**src/rtl/datapath_if.sv**
```systemverilog
// Control and data bundle between the controller FSM and the 16-bit datapath.
// The controller owns every strobe; the datapath returns C and the zero flag.
interface datapath_if;
   logic [15:0] datapath_in;
   logic        vsel;
   logic [2:0]  writenum;
   logic        write;
   logic [2:0]  readnum;
   logic        loada;
   logic        loadb;
   logic [1:0]  shift;
   logic        asel;
   logic        bsel;
   logic [1:0]  ALUop;
   logic        loadc;
   logic        loads;
   logic [15:0] datapath_out;
   logic        Z_out;

   modport master (
      output datapath_in, vsel, writenum, write, readnum, loada, loadb,
             shift, asel, bsel, ALUop, loadc, loads,
      input  datapath_out, Z_out
   );

   modport slave (
      input  datapath_in, vsel, writenum, write, readnum, loada, loadb,
             shift, asel, bsel, ALUop, loadc, loads,
      output datapath_out, Z_out
   );
endinterface

```
**src/rtl/datapath.sv**
```systemverilog
// 16-bit RISC datapath: 8x16 register file, A/B operand registers, shifter,
// 4-op ALU, result register C and registered zero flag.
module datapath (
   input  logic     clk,
   input  logic     reset,
   datapath_if.slave dp
);

   logic [15:0] regs [0:7];
   logic [15:0] a_reg;
   logic [15:0] b_reg;
   logic [15:0] c_reg;
   logic        z_reg;

   logic [15:0] data_in;
   logic [15:0] read_data;
   logic [15:0] sout;
   logic [15:0] ain;
   logic [15:0] bin;
   logic [15:0] alu_out;

   // Write-back uses the pre-edge C, so a same-edge loadc never leaks into the file.
   assign data_in   = dp.vsel ? dp.datapath_in : c_reg;
   assign read_data = regs[dp.readnum];

   always_ff @(posedge clk or posedge reset) begin
      if (reset) begin
         for (int i = 0; i < 8; i++) begin
            regs[i] <= '0;
         end
      end else if (dp.write) begin
         regs[dp.writenum] <= data_in;
      end
   end

   always_ff @(posedge clk or posedge reset) begin
      if (reset) begin
         a_reg <= '0;
         b_reg <= '0;
         c_reg <= '0;
         z_reg <= 1'b0;
      end else begin
         if (dp.loada) a_reg <= read_data;
         if (dp.loadb) b_reg <= read_data;
         if (dp.loadc) c_reg <= alu_out;
         if (dp.loads) z_reg <= (alu_out == 16'h0000);
      end
   end

   always_comb begin
      sout = b_reg;
      unique case (dp.shift)
         2'b00: sout = b_reg;
         2'b01: sout = {b_reg[14:0], 1'b0};
         2'b10: sout = {1'b0, b_reg[15:1]};
         2'b11: sout = {b_reg[15], b_reg[15:1]};
         default: sout = b_reg;
      endcase
   end

   assign ain = dp.asel ? 16'h0000 : a_reg;
   assign bin = dp.bsel ? {11'b0, dp.datapath_in[4:0]} : sout;

   always_comb begin
      alu_out = '0;
      unique case (dp.ALUop)
         2'b00: alu_out = ain + bin;
         2'b01: alu_out = ain - bin;
         2'b10: alu_out = ain & bin;
         2'b11: alu_out = ~bin;
         default: alu_out = '0;
      endcase
   end

   assign dp.datapath_out = c_reg;
   assign dp.Z_out        = z_reg;

endmodule

```
**src/flat_wrapper.sv**
```systemverilog
// flat-port wrapper written by rule: the top's interface ports become plain ports
module datapath_flat 
  (clk, reset, dp_datapath_in, dp_vsel, dp_writenum, dp_write, dp_readnum, dp_loada, dp_loadb, dp_shift, dp_asel, dp_bsel, dp_ALUop, dp_loadc, dp_loads, dp_datapath_out, dp_Z_out);
  datapath_if dp_i ();
  input  logic clk;
  input  logic reset;
  input wire logic [$bits(dp_i.datapath_in)-1:0] dp_datapath_in;
  input wire logic [$bits(dp_i.vsel)-1:0] dp_vsel;
  input wire logic [$bits(dp_i.writenum)-1:0] dp_writenum;
  input wire logic [$bits(dp_i.write)-1:0] dp_write;
  input wire logic [$bits(dp_i.readnum)-1:0] dp_readnum;
  input wire logic [$bits(dp_i.loada)-1:0] dp_loada;
  input wire logic [$bits(dp_i.loadb)-1:0] dp_loadb;
  input wire logic [$bits(dp_i.shift)-1:0] dp_shift;
  input wire logic [$bits(dp_i.asel)-1:0] dp_asel;
  input wire logic [$bits(dp_i.bsel)-1:0] dp_bsel;
  input wire logic [$bits(dp_i.ALUop)-1:0] dp_ALUop;
  input wire logic [$bits(dp_i.loadc)-1:0] dp_loadc;
  input wire logic [$bits(dp_i.loads)-1:0] dp_loads;
  output wire logic [$bits(dp_i.datapath_out)-1:0] dp_datapath_out;
  output wire logic [$bits(dp_i.Z_out)-1:0] dp_Z_out;
  assign dp_i.datapath_in = dp_datapath_in;
  assign dp_i.vsel = dp_vsel;
  assign dp_i.writenum = dp_writenum;
  assign dp_i.write = dp_write;
  assign dp_i.readnum = dp_readnum;
  assign dp_i.loada = dp_loada;
  assign dp_i.loadb = dp_loadb;
  assign dp_i.shift = dp_shift;
  assign dp_i.asel = dp_asel;
  assign dp_i.bsel = dp_bsel;
  assign dp_i.ALUop = dp_ALUop;
  assign dp_i.loadc = dp_loadc;
  assign dp_i.loads = dp_loads;
  assign dp_datapath_out = dp_i.datapath_out;
  assign dp_Z_out = dp_i.Z_out;
  datapath u_core (.clk(clk), .reset(reset), .dp(dp_i));
endmodule
```
**config.mk**
```make
export PLATFORM = sky130hd
export DESIGN_NAME = datapath_flat
export DESIGN_NICKNAME = d
export VERILOG_FILES = /design/src/rtl/datapath_if.sv /design/src/rtl/datapath.sv /design/src/flat_wrapper.sv
export SDC_FILE = /design/constraint.sdc
export NUM_CORES = 1
export LEC_CHECK = 0
export ABC_AREA = 0
export BUFFER_PORTS_ARGS = -buffer_cell sky130_fd_sc_hd__buf_2
export CORE_MARGIN = 8
export CORE_UTILIZATION = 50
export CTS_CLUSTER_SIZE = 40
export DETAILED_ROUTE_END_ITERATION = 10
export GPL_TIMING_DRIVEN = 0
export PLACE_DENSITY = 0.67
export SLEW_MARGIN = 40
export SYNTH_ARGS = -nofsm -noshare
export SYNTH_HDL_FRONTEND = slang
export SYNTH_SLANG_ARGS = --single-unit
export TNS_END_PERCENT = 5
```
**constraint.sdc**
```tcl
create_clock -name clk -period 7.8 [get_ports clk]
set_input_delay 1.56 -clock clk [delete_from_list [all_inputs] [get_ports clk]]
set_output_delay 1.56 -clock clk [all_outputs]
set_load 0.01 [all_outputs]
```
==> reports/results.ini, run 1 <==
[worst_setup_path]
r2r_slack_ns = 2.96
cp.arrival_ns = 6.46
end_kind = flop
cp-start-kind = input pin
worstReg2RegStart = u_core.b_reg[4]
cp.required_ns = 8.14
cp_max_fo = 10
worstReg2RegEnd = u_core.dp.Z_out
ff2ff_path_depth = 17
setup.worst_path.class = input pin to flop

[detailed_routing]
drt-total-wl_um = 25000
remaining_drc_errors = 0
drtIter0Drc = 607
vias_per_cell = 5.82
wire_per_inst_um = 19.6
first_pass_iters = 4
ant_nets = 0
vias = 7424

[final_layout]
largest_reg_flops = 128
seq_area_um2 = 4430
top_register = u_core.regs
area_growth_pct = 12.8
drive_above_1_share_pct = 14.5
insertedDiodeCount = 0
fillers = 1681
final_util_pct = 57.0
multi_input_area_um2 = 4680
fin_nets = 1083
layout_commonest_cell = dfrtp_1
final_cell_mix = 177 x dfrtp_1, 131 x nor2_1, 130 x a21oi_1

[sta]
hold_ws_ns = 0.478
fin_tns_setup_ns = 0
hold_violations = 0
finClkSkew_ns = 0.00695
fin_crit_sh_pct = 78.4
clock.fmax_mhz = 163
maxSlewHeadroom_pct = 46.2
setup_violations = 0
min_period_ns = 6.12
grt_setup_unrepaired = no
tightest_slew_ns = 0.785
drv_slew = 0

[global_route]
grt_max_degree = 83
antenna_found_initial = 0
grt.overflow.total = 0
grt_first_pass_wirelength_um = 40400
grt_pass1_vias = 7533
grt_usage_pct = 21.8

[yosys]
yosysUniqueCellTypes = 57
synth_cells = 960
syn_area_um2 = 9400
synth.largest_area_cell = dfrtp_1
ys_ff_latch = 177
synth_top_area_share_pct = 47.1
synth_compound_area_share_pct = 15.5
synth_edf_count = 0
synth_fa_ha_area_share_pct = 2.48
synthXorXnorAreaFrac_pct = 2.05
yosys_warnings = 0
synth_nets = 1014
synth-seq-area-share_pct = 47.1
synth_top_family_by_area = compound AO/OA/AOI/OAI gates
synthSimpleGateAreaFrac_pct = 14.8
synth_mux_area_share_pct = 14.7
postSynth.asyncResetShare_pct = 100
synth_area_leaders = dfrtp_1 47%, mux4_2 7.7%, a21oi_1 6.9%, nor2_1 5.2%, mux2i_1 5.1%
syn_area_per_cell_um2 = 9.79
synth_ff_type = dfrtp_1

[floorplanning]
row_count = 50
fp.dieH_um = 153
dieArea_um2 = 23400
die_w_um = 153
start_util_pct = 50.6
fp.coreArea_um2 = 18600
ios = 53

[clocking]
ctsResizeCount = 0
cts.sinks = 177
clockBufferDepth = 2
cts_setup_buffers = 0
cts_root_buf = clkbuf_16
clkSlewWorstSetupHoldPaths_ns = 0.07
cts_tree = built
numCtsBuffers = 17
hold_buffers = 0
cts_htree_levels = 4
clk_latency_ns = 0.43

[job]
max_cap_viol_count = 0

[hold_path]
hold_end = u_core.regs[12]
min_from = u_core.regs[12]
hold_path_class = flop to flop
hold_depth = 2

[pwr]
ir_drop_mv = 0.156
p_total_w = 0.00301
p_leak_nw = 4.62
powerDensity_nw_per_um2 = 285

[placed_design]
dp_hpwl_um = 18800
gp_congestion = 0.897
numPortBuffers = 47

[status]
status = finished, final reports clean

==> worst max-delay path: stages <==
cell	delay, ns
buf_2	0.11
buf_2	0.20
clkbuf_1	0.39
nor3b_1	0.28
a221oi_2	0.11
nor2_1	0.21
nand2_1	0.11
nor3_1	0.31
a31oi_1	0.22
a21oi_1	0.20
xor2_1	0.16
ha_1	0.29
and4_1	0.23
a21oi_1	0.14
nand2_1	0.10
or3_1	0.37
a31o_2	0.27
or4_1	0.45
or4_1	0.52
o32ai_2	0.21
==> metrics by stage <==
| step | setup WS [ns] | std cells | area, µm² |
|---|---|---|---|
| 6_report | 1.68 | 1276 | 10600 |
| 5_1_grt | 1.29 | 1276 | 10600 |
| 4_1_cts | 1.70 | 1275 | 10600 |
| 3_5_place_dp | 1.26 | 1243 | 9990 |
| 3_3_place_gp | -0.568 | 1241 | 9920 |
| 2_1_floorplan | 1.44 | 960 | 9400 |
==> Yosys cell counts, drive strengths merged, types with 4 or more instances <==
library cell and count:
dfrtp 177, nor2 131, a21oi 130, nand2 92, o21ai 82, mux2i 48, clkbuf 45, mux4 32
nor2b 24, inv 20, ha 17, mux2 16, buf 12, nor3 11, xnor2 11, xor2 11
nand2b 10, nand3 10, a211oi 8, nor3b 7, o21a 7, a21o 4, a221oi 4, a31oi 4
nor4 4, or3 4
==> worst max-delay path by stage <==
stage / from / end / cells past startpoint
final: dp_shift[1] / u_core.dp.Z_out / 20
after global routing: dp_shift[1] / u_core.dp.Z_out / 20
after CTS: dp_shift[1] / u_core.dp.Z_out / 20
after detailed placement: dp_shift[1] / u_core.dp.Z_out / 20
after global placement: reset / u_core.regs[103] / 2
after floorplan: reset / u_core.a_reg[0] / 1
==> power by group <==
| group | internal [W] | switching [W] | leakage (nW) |
|---|---|---|---|
| registers | 0.00116 | 0.000167 | 2.10 |
| clock network | 0.000469 | 0.000361 | 0.277 |
| logic | 0.000380 | 0.000482 | 2.25 |
| total | 0.00200 | 0.00101 | 4.62 |
==> cell families (layout without fill, tap and decap cells) <==
kind of cell | after synthesis | count (layout)
xor+xnor | 22 | 22
flops | 177 | 177
fa+ha+maj | 18 | 18
simple gates | 311 | 311
compound gates | 258 | 258
buf+inv | 78 | 160
mux | 96 | 96
==> routing by layer <==
metal  track usage (%)  share of wire [%]  up-vias
li1                  -                  -     3534
met3              3.19                3.4       50
met5                 0                  0        -
met2              37.1                 49      162
met1              27.2                 44     3678
met4              9.66                3.6        0
==> area by class of cell <==
class,count,area share (%)
Buffer,57,2.21
Clock buffer,22,4.48
Clock inverter,10,0.968
Inverter,21,0.815
Multi-Input combinational cell,705,44.2
Sequential cell,177,41.8
Tap cell,234,2.76
Timing Repair Buffer,50,2.79
No activity file was read; power rests on OpenSTA's default activity.
==> inputs of run 2 (changes only) <==
--- a/config.mk
+++ b/config.mk
@@ -12,7 +12,7 @@
 export CTS_CLUSTER_SIZE = 40
 export DETAILED_ROUTE_END_ITERATION = 10
 export GPL_TIMING_DRIVEN = 0
-export PLACE_DENSITY = 0.67
+export PLACE_DENSITY = 0.7
 export SLEW_MARGIN = 40
 export SYNTH_ARGS = -nofsm -noshare
 export SYNTH_HDL_FRONTEND = slang
==> constraint.sdc (replaced) <==
create_clock -name clk -period 5.61 [get_ports clk]
set_input_delay 1.122 -clock clk [delete_from_list [all_inputs] [get_ports clk]]
set_output_delay 1.122 -clock clk [all_outputs]
set_load 0.01 [all_outputs]
==> run 2 against run 1 <==
Compared with the run above:
- sequential power up 39%
- via count increased by 0.59%
- non-clock buffer count up 6
- count of clock-buffer cells in the layout shrank 2
- sequential share of layout area down 0.84 points
- first-iteration DRC count decreased by 7.4%
- global-route usage fell by 0.15 points
- worst hold slack better by 0.00087 ns
- worst setup slack worse by 1.4 ns
- critical path depth decreased by 1
- largest power group unchanged
==> reports/results.ini, run 2 (same netlist as run 1, synthesis figures left out) <==
[clocking]
numCtsBuffers = 17  ; unchanged
cts_tree = built
hold_buffers = 0  ; unchanged
clockBufferDepth = 2  ; unchanged
cts.sinks = 177  ; unchanged
clk_latency_ns = 0.43  ; about the same
cts_setup_buffers = 0  ; unchanged
cts_htree_levels = 4  ; unchanged
clkSlewWorstSetupHoldPaths_ns = 0.07  ; about the same
cts_root_buf = clkbuf_16

[placed_design]
dp_hpwl_um = 19100  ; +1.7%
numPortBuffers = 47  ; unchanged
pre_cts_ws_ns = -0.498  ; -1.76 ns
gp_congestion = 0.948  ; +5.7%

[global_route]
grt_max_degree = 27  ; -67%
grt.overflow.total = 0  ; unchanged
antenna_found_initial = 0  ; unchanged
grt_usage_pct = 21.7  ; -0.15 points
grt_first_pass_wirelength_um = 40500  ; +0.22%
grt_pass1_vias = 7471  ; -0.82%

[worst_setup_path]
worstReg2RegStart = u_core.b_reg[4]
r2r_slack_ns = 0.86  ; -2.10 ns
path_buf_inv = 3  ; unchanged
ff2ff_path_depth = 18  ; +1
worstReg2RegEnd = u_core.dp.Z_out
cp.arrival_ns = 5.70  ; -0.76 ns
cp-start-kind = input pin
cp_max_fo = 10  ; unchanged
worstPathCellList = buf_2 > buf_2 > clkbuf_2 > a221oi_4 > nor2_2 > nand2_1 > nor3_2 > a31oi_1 > a21oi_1 > xor2_1 > ha_1 > and4_1 > a21oi_1 > nand2_1 > or3_1 > a31o_2 > or4_1 > or4_1 > o32ai_2
cpMaxStageDelayCell = or4_1
end_kind = flop
setup.worst_path.class = input pin to flop
cp.required_ns = 5.95  ; -2.19 ns
crit_family = simple AND/OR/NAND/NOR gates
cpPeakStageDelay_ns = 0.51  ; about the same

[final_layout]
layout_commonest_cell = dfrtp_1
final_cell_mix = 177 x dfrtp_1, 130 x a21oi_1, 128 x nor2_1
largest_reg_flops = 128  ; unchanged
final_util_pct = 58.2  ; +1.2 points
top_register = u_core.regs
drive_above_1_share_pct = 15.6  ; +1.2 points
fin_nets = 1089  ; +0.55%
insertedDiodeCount = 0  ; unchanged
area_growth_pct = 15.1

[sta]
min_period_ns = 5.36
grt_setup_unrepaired = no
drv_slew = 0  ; unchanged
tightest_slew_ns = 0.824  ; +0.0389 ns
fin_crit_sh_pct = 95.5
setup_violations = 0  ; unchanged
finClkSkew_ns = 0.0113  ; +0.00432 ns
hold_violations = 0  ; unchanged
layout_setup_ws_ns = 0.253  ; -1.43 ns
maxSlewHeadroom_pct = 43.5  ; -2.7 points
clock.fmax_mhz = 187

[pwr]
p_switching_w = 0.00142  ; +41%
p_clk_share_pct = 29.1  ; +1.6 points
powerDensity_nw_per_um2 = 398  ; +40%
seqPwrFrac_pct = 42.7  ; -1.2 points
combPwrFrac_pct = 28.2  ; -0.4 points
power_switching_share_pct = 33.1  ; -0.46 points
p_int_w = 0.00288  ; +44%
p_leak_nw = 4.74  ; +2.5%
ir_drop_mv = 0.248  ; +60%

[floorplanning]
row_count = 50  ; unchanged
fp.coreArea_um2 = 18600  ; unchanged
dieArea_um2 = 23400  ; unchanged
die_w_um = 153  ; unchanged
start_util_pct = 50.6  ; unchanged
ios = 53  ; unchanged
fp.dieH_um = 153  ; unchanged

[detailed_routing]
remaining_drc_errors = 0  ; unchanged
dr_wl_met2_um = 12900  ; +4.3%
wire_per_inst_um = 19.5  ; -0.46%
ant_nets = 0  ; unchanged
vias = 7468  ; +0.59%
wl_met1_um = 10800  ; -1.7%
wl_met3_um = 1020  ; +21%
first_pass_iters = 5  ; +1
drtIter0Drc = 562  ; -7.4%
drt-total-wl_um = 25000  ; about the same
top_layer_used = met4
vias_per_cell = 5.83  ; +0.12%

[hold_path]
hold_end = u_core.regs[42]
min_from = u_core.regs[42]
hold_path_class = flop to flop
hold_depth = 2  ; unchanged

[job]
max_cap_viol_count = 0  ; unchanged

[status]
status = finished, final reports clean

## run 2: tightest hold or removal path: cells and delay by family, from the launching register on
family	cells	cell delay [ns]
simple gates	1	0.04
compound gates	1	0.06
flops	1	0.34
## run 2: final cells by class
cell class	count	area [µm²]
Buffer	57	239
Clock buffer	20	457
Clock inverter	12	168
Fill cell	1614	7770
Inverter	21	82.6
Multi-Input combinational cell	705	4710
Sequential cell	177	4430
Tap cell	234	293
Timing Repair Buffer	56	430
## run 2: per-stage QoR
stage	hold WS (ns)	total power [W]	cells	instance area, µm²	TNS [ns]
floorplan	0.445	0.00265	960	9400	0
finish	0.478	0.00430	1282	10800	0
CTS	0.481	0.00430	1281	10700	0
global placement	0.456	0.00298	1241	9930	-0.462
detailed placement	0.466	0.00304	1249	10100	-0.567
global route	0.499	0.00455	1282	10800	0
## run 2: metal layers
| metal | track usage (%) | vias up |
|---|---|---|
| met5 | 0 | - |
| met4 | 6.74 | 0 |
| met3 | 3.83 | 29 |
| met2 | 37.3 | 174 |
| met1 | 27.3 | 3709 |
| li1 | - | 3556 |
## run 2: how the worst max path moves through the flow
stage	startpoint	depth (start not counted)	endpoint	slack, ns
2_1_floorplan	dp_shift[1]	19	u_core.dp.Z_out	0.24
3_3_place_gp	dp_shift[1]	20	u_core.dp.Z_out	-0.46
3_5_place_dp	dp_shift[1]	20	u_core.dp.Z_out	-0.50
4_1_cts	dp_bsel	19	u_core.dp.Z_out	0.03
5_1_grt	dp_ALUop[1]	16	u_core.dp.Z_out	0.03
6_report	dp_bsel	19	u_core.dp.Z_out	0.25
## run 2: power groups by stage
stage | registers [W] | clock network [W] | logic (W)
global placement | 0.00184 | 0 | 0.00114
detailed placement | 0.00185 | 0 | 0.00119
finish | 0.00184 | 0.00125 | 0.00121
CTS | 0.00183 | 0.00126 | 0.00120
global route | 0.00187 | 0.00132 | 0.00136
floorplan | 0.00178 | 0 | 0.000869
## run 2: timing repair
| action | 4_1_cts | 5_1_grt |
|---|---|---|
| pin swaps | 0 | 1 |
| gates resized for setup | 1 | 14 |
| endpoints found under the setup margin | 1 | 1 |
==> inputs of run 3 (changes only) <==
--- a/config.mk
+++ b/config.mk
@@ -7,7 +7,7 @@
 export LEC_CHECK = 0
 export ABC_AREA = 0
 export BUFFER_PORTS_ARGS = -buffer_cell sky130_fd_sc_hd__buf_2
-export CORE_MARGIN = 8
+export CORE_MARGIN = 4
 export CORE_UTILIZATION = 50
 export CTS_CLUSTER_SIZE = 40
 export DETAILED_ROUTE_END_ITERATION = 10
==> run 3 against run 2 <==
Compared with the run above:
- cell area about the same
- clock power is 5% lower
- count of clock-buffer cells in the layout shrank 2
- wire length fell by 0.46%
- combinational power about the same
- critical path depth shrank 1
- power down 1.0%
- clock skew hardly changed
- critical endpoint unchanged
==> reports/results.ini, run 3 (same netlist as run 1, synthesis figures left out) <==
[final_layout]
layout_commonest_cell = dfrtp_1
top_register = u_core.regs
fillers = 1543  ; -4.4%
largest_reg_flops = 128  ; unchanged
drive_above_1_share_pct = 16.5  ; +0.84 points
seq_area_um2 = 4430  ; unchanged
fin_nets = 1090  ; +0.092%
area_growth_pct = 15.2  ; about the same
multi_input_area_um2 = 4750  ; +0.74%
insertedDiodeCount = 0  ; unchanged
post_layout_nonfiller_instances = 1278  ; -0.31%
final_cell_mix = 177 x dfrtp_1, 129 x a21oi_1, 128 x nor2_1

[global_route]
grt_usage_pct = 24.0  ; +2.3 points
grt_first_pass_wirelength_um = 40700  ; +0.53%
antenna_found_initial = 0  ; unchanged
grt.overflow.total = 0  ; unchanged
grt_max_degree = 27  ; unchanged
grt_pass1_vias = 7581  ; +1.5%

[floorplanning]
ios = 53  ; unchanged
dieArea_um2 = 21000  ; -10%
fp.dieH_um = 145  ; -5.2%
fp.coreArea_um2 = 18200  ; -2.0%
start_util_pct = 51.6  ; +1.0 points
die_w_um = 145  ; -5.2%
row_count = 49  ; -2.0%

[worst_setup_path]
cp-start-kind = input pin
cp_max_fo = 10  ; unchanged
cp.arrival_ns = 5.71  ; about the same
cp.required_ns = 5.95  ; about the same
end_kind = flop
setup.worst_path.class = input pin to flop

[placed_design]
pre_cts_ws_ns = -0.525  ; -0.0262 ns
numPortBuffers = 47  ; unchanged
gp_congestion = 0.881  ; -7.0%
place_inst = 1245  ; -0.32%
dp_hpwl_um = 19100  ; -0.27%

[detailed_routing]
drt-total-wl_um = 24900  ; -0.46%
first_pass_iters = 5  ; unchanged
drtIter0Drc = 437  ; -22%
vias_per_cell = 5.81  ; -0.30%
ant_nets = 0  ; unchanged
remaining_drc_errors = 0  ; unchanged
wire_per_inst_um = 19.5  ; -0.14%
vias = 7422  ; -0.62%

[pwr]
p_leak_nw = 4.72  ; -0.42%
p_clk_share_pct = 28.0  ; -1.1 points
combPwrFrac_pct = 28.8  ; +0.6 points
powerDensity_nw_per_um2 = 394  ; -1.1%
power_switching_share_pct = 33.7  ; +0.64 points
ir_drop_mv = 0.245  ; -1.4%
p_switching_w = 0.00143  ; +0.89%
p_int_w = 0.00282  ; -2.0%
p_total_w = 0.00426  ; -1.0%
seqPwrFrac_pct = 43.2  ; +0.5 points

[clocking]
clockBufferDepth = 2  ; unchanged
cts_tree = built
hold_buffers = 0  ; unchanged
numCtsBuffers = 17  ; unchanged
cts_root_buf = clkbuf_16
cts_htree_levels = 4  ; unchanged
clk_latency_ns = 0.43  ; about the same
cts.sinks = 177  ; unchanged
clkSlewWorstSetupHoldPaths_ns = 0.07  ; about the same

[sta]
hold_violations = 0  ; unchanged
fin_crit_sh_pct = 95.8  ; +0.28 points
min_period_ns = 5.37  ; +0.0155 ns
hold_ws_ns = 0.481  ; +0.00251 ns
layout_setup_ws_ns = 0.237  ; -0.0155 ns
drv_slew = 0  ; unchanged
setup_violations = 0  ; unchanged
clock.fmax_mhz = 186  ; -0.29%
finClkSkew_ns = 0.0114  ; +0.000153 ns
tightest_slew_ns = 0.775  ; -0.0490 ns
maxSlewHeadroom_pct = 46.9  ; +3.4 points

[job]
max_cap_viol_count = 0  ; unchanged

[hold_path]
hold_path_class = flop to flop

[status]
status = finished, final reports clean

run 3: cell count changes in the layout (fill, tap and decap cells not counted), sizes merged:
cell	previous run	this run
clkinvlp	1	5
clkbuf	68	65
buf	65	67
bufinv	3	2
inv	25	24
run 3: path summary, 6_finish.rpt:
check                      cells past startpoint            start                         end  slack [ns]
max                                           18      dp_shift[1]             u_core.dp.Z_out        0.24
max reg2reg                                   18  u_core.b_reg[4]             u_core.dp.Z_out        0.96
max in group asynchronous                      6            reset             u_core.regs[35]        4.05
min in group asynchronous                      2            reset  u_core.dp.datapath_out[12]        0.59
min                                            2  u_core.regs[11]             u_core.regs[11]        0.48
min reg2reg                                    2  u_core.regs[11]             u_core.regs[11]        0.48
run 3: routing by layer:
metal  share of wire (%)  GRT usage (%)
met1                  44           31.6
met2                  52           41.8
met3                 3.3           3.55
met4                 1.6           6.70
met5                   0              0
run 3: power groups by stage:
stage | combinational, W | clock (W) | sequential, W
finish | 0.00123 | 0.00119 | 0.00184
global route | 0.00137 | 0.00126 | 0.00188
CTS | 0.00121 | 0.00120 | 0.00183
detailed placement | 0.00119 | 0 | 0.00185
global placement | 0.00115 | 0 | 0.00184
floorplan | 0.000869 | 0 | 0.00178
run 3: area by class of cell:
type,count,area share (%)
buffer,56,2.17
clock inverter,14,1.41
sequential,177,40.9
multi-input combinational,705,43.9
clock buffer,18,4.06
inverter,21,0.763
tap,229,2.65
timing repair buffer,58,4.12
run 3: through the flow:
stage	TNS, ns	util, %	instance area [µm²]
final	0	59.4	10800
after global routing	-0.0244	59.4	10800
after CTS	0	58.8	10700
after detailed placement	-0.618	55.6	10100
after global placement	-0.542	54.5	9920
after floorplan	0	-	9400
run 3: repair_timing:
action                     in CTS  in global routing
gates resized for setup         1                 20
setup endpoints to repair       1                  1
buffers inserted                0                  1
run 3: worst max-delay path: stages:
cell and delay, ns:
buf_2 0.12, buf_2 0.18, nor2_2 0.30, a211o_1 0.30, ha_1 0.31, inv_1 0.07, o21ai_0 0.20, xor2_1 0.16
ha_1 0.32, a21o_1 0.26, a21o_1 0.18, a21oi_1 0.24, a21oi_1 0.12, or3_1 0.33, a31o_2 0.28, or4_1 0.45
or4_1 0.52, o32ai_2 0.22
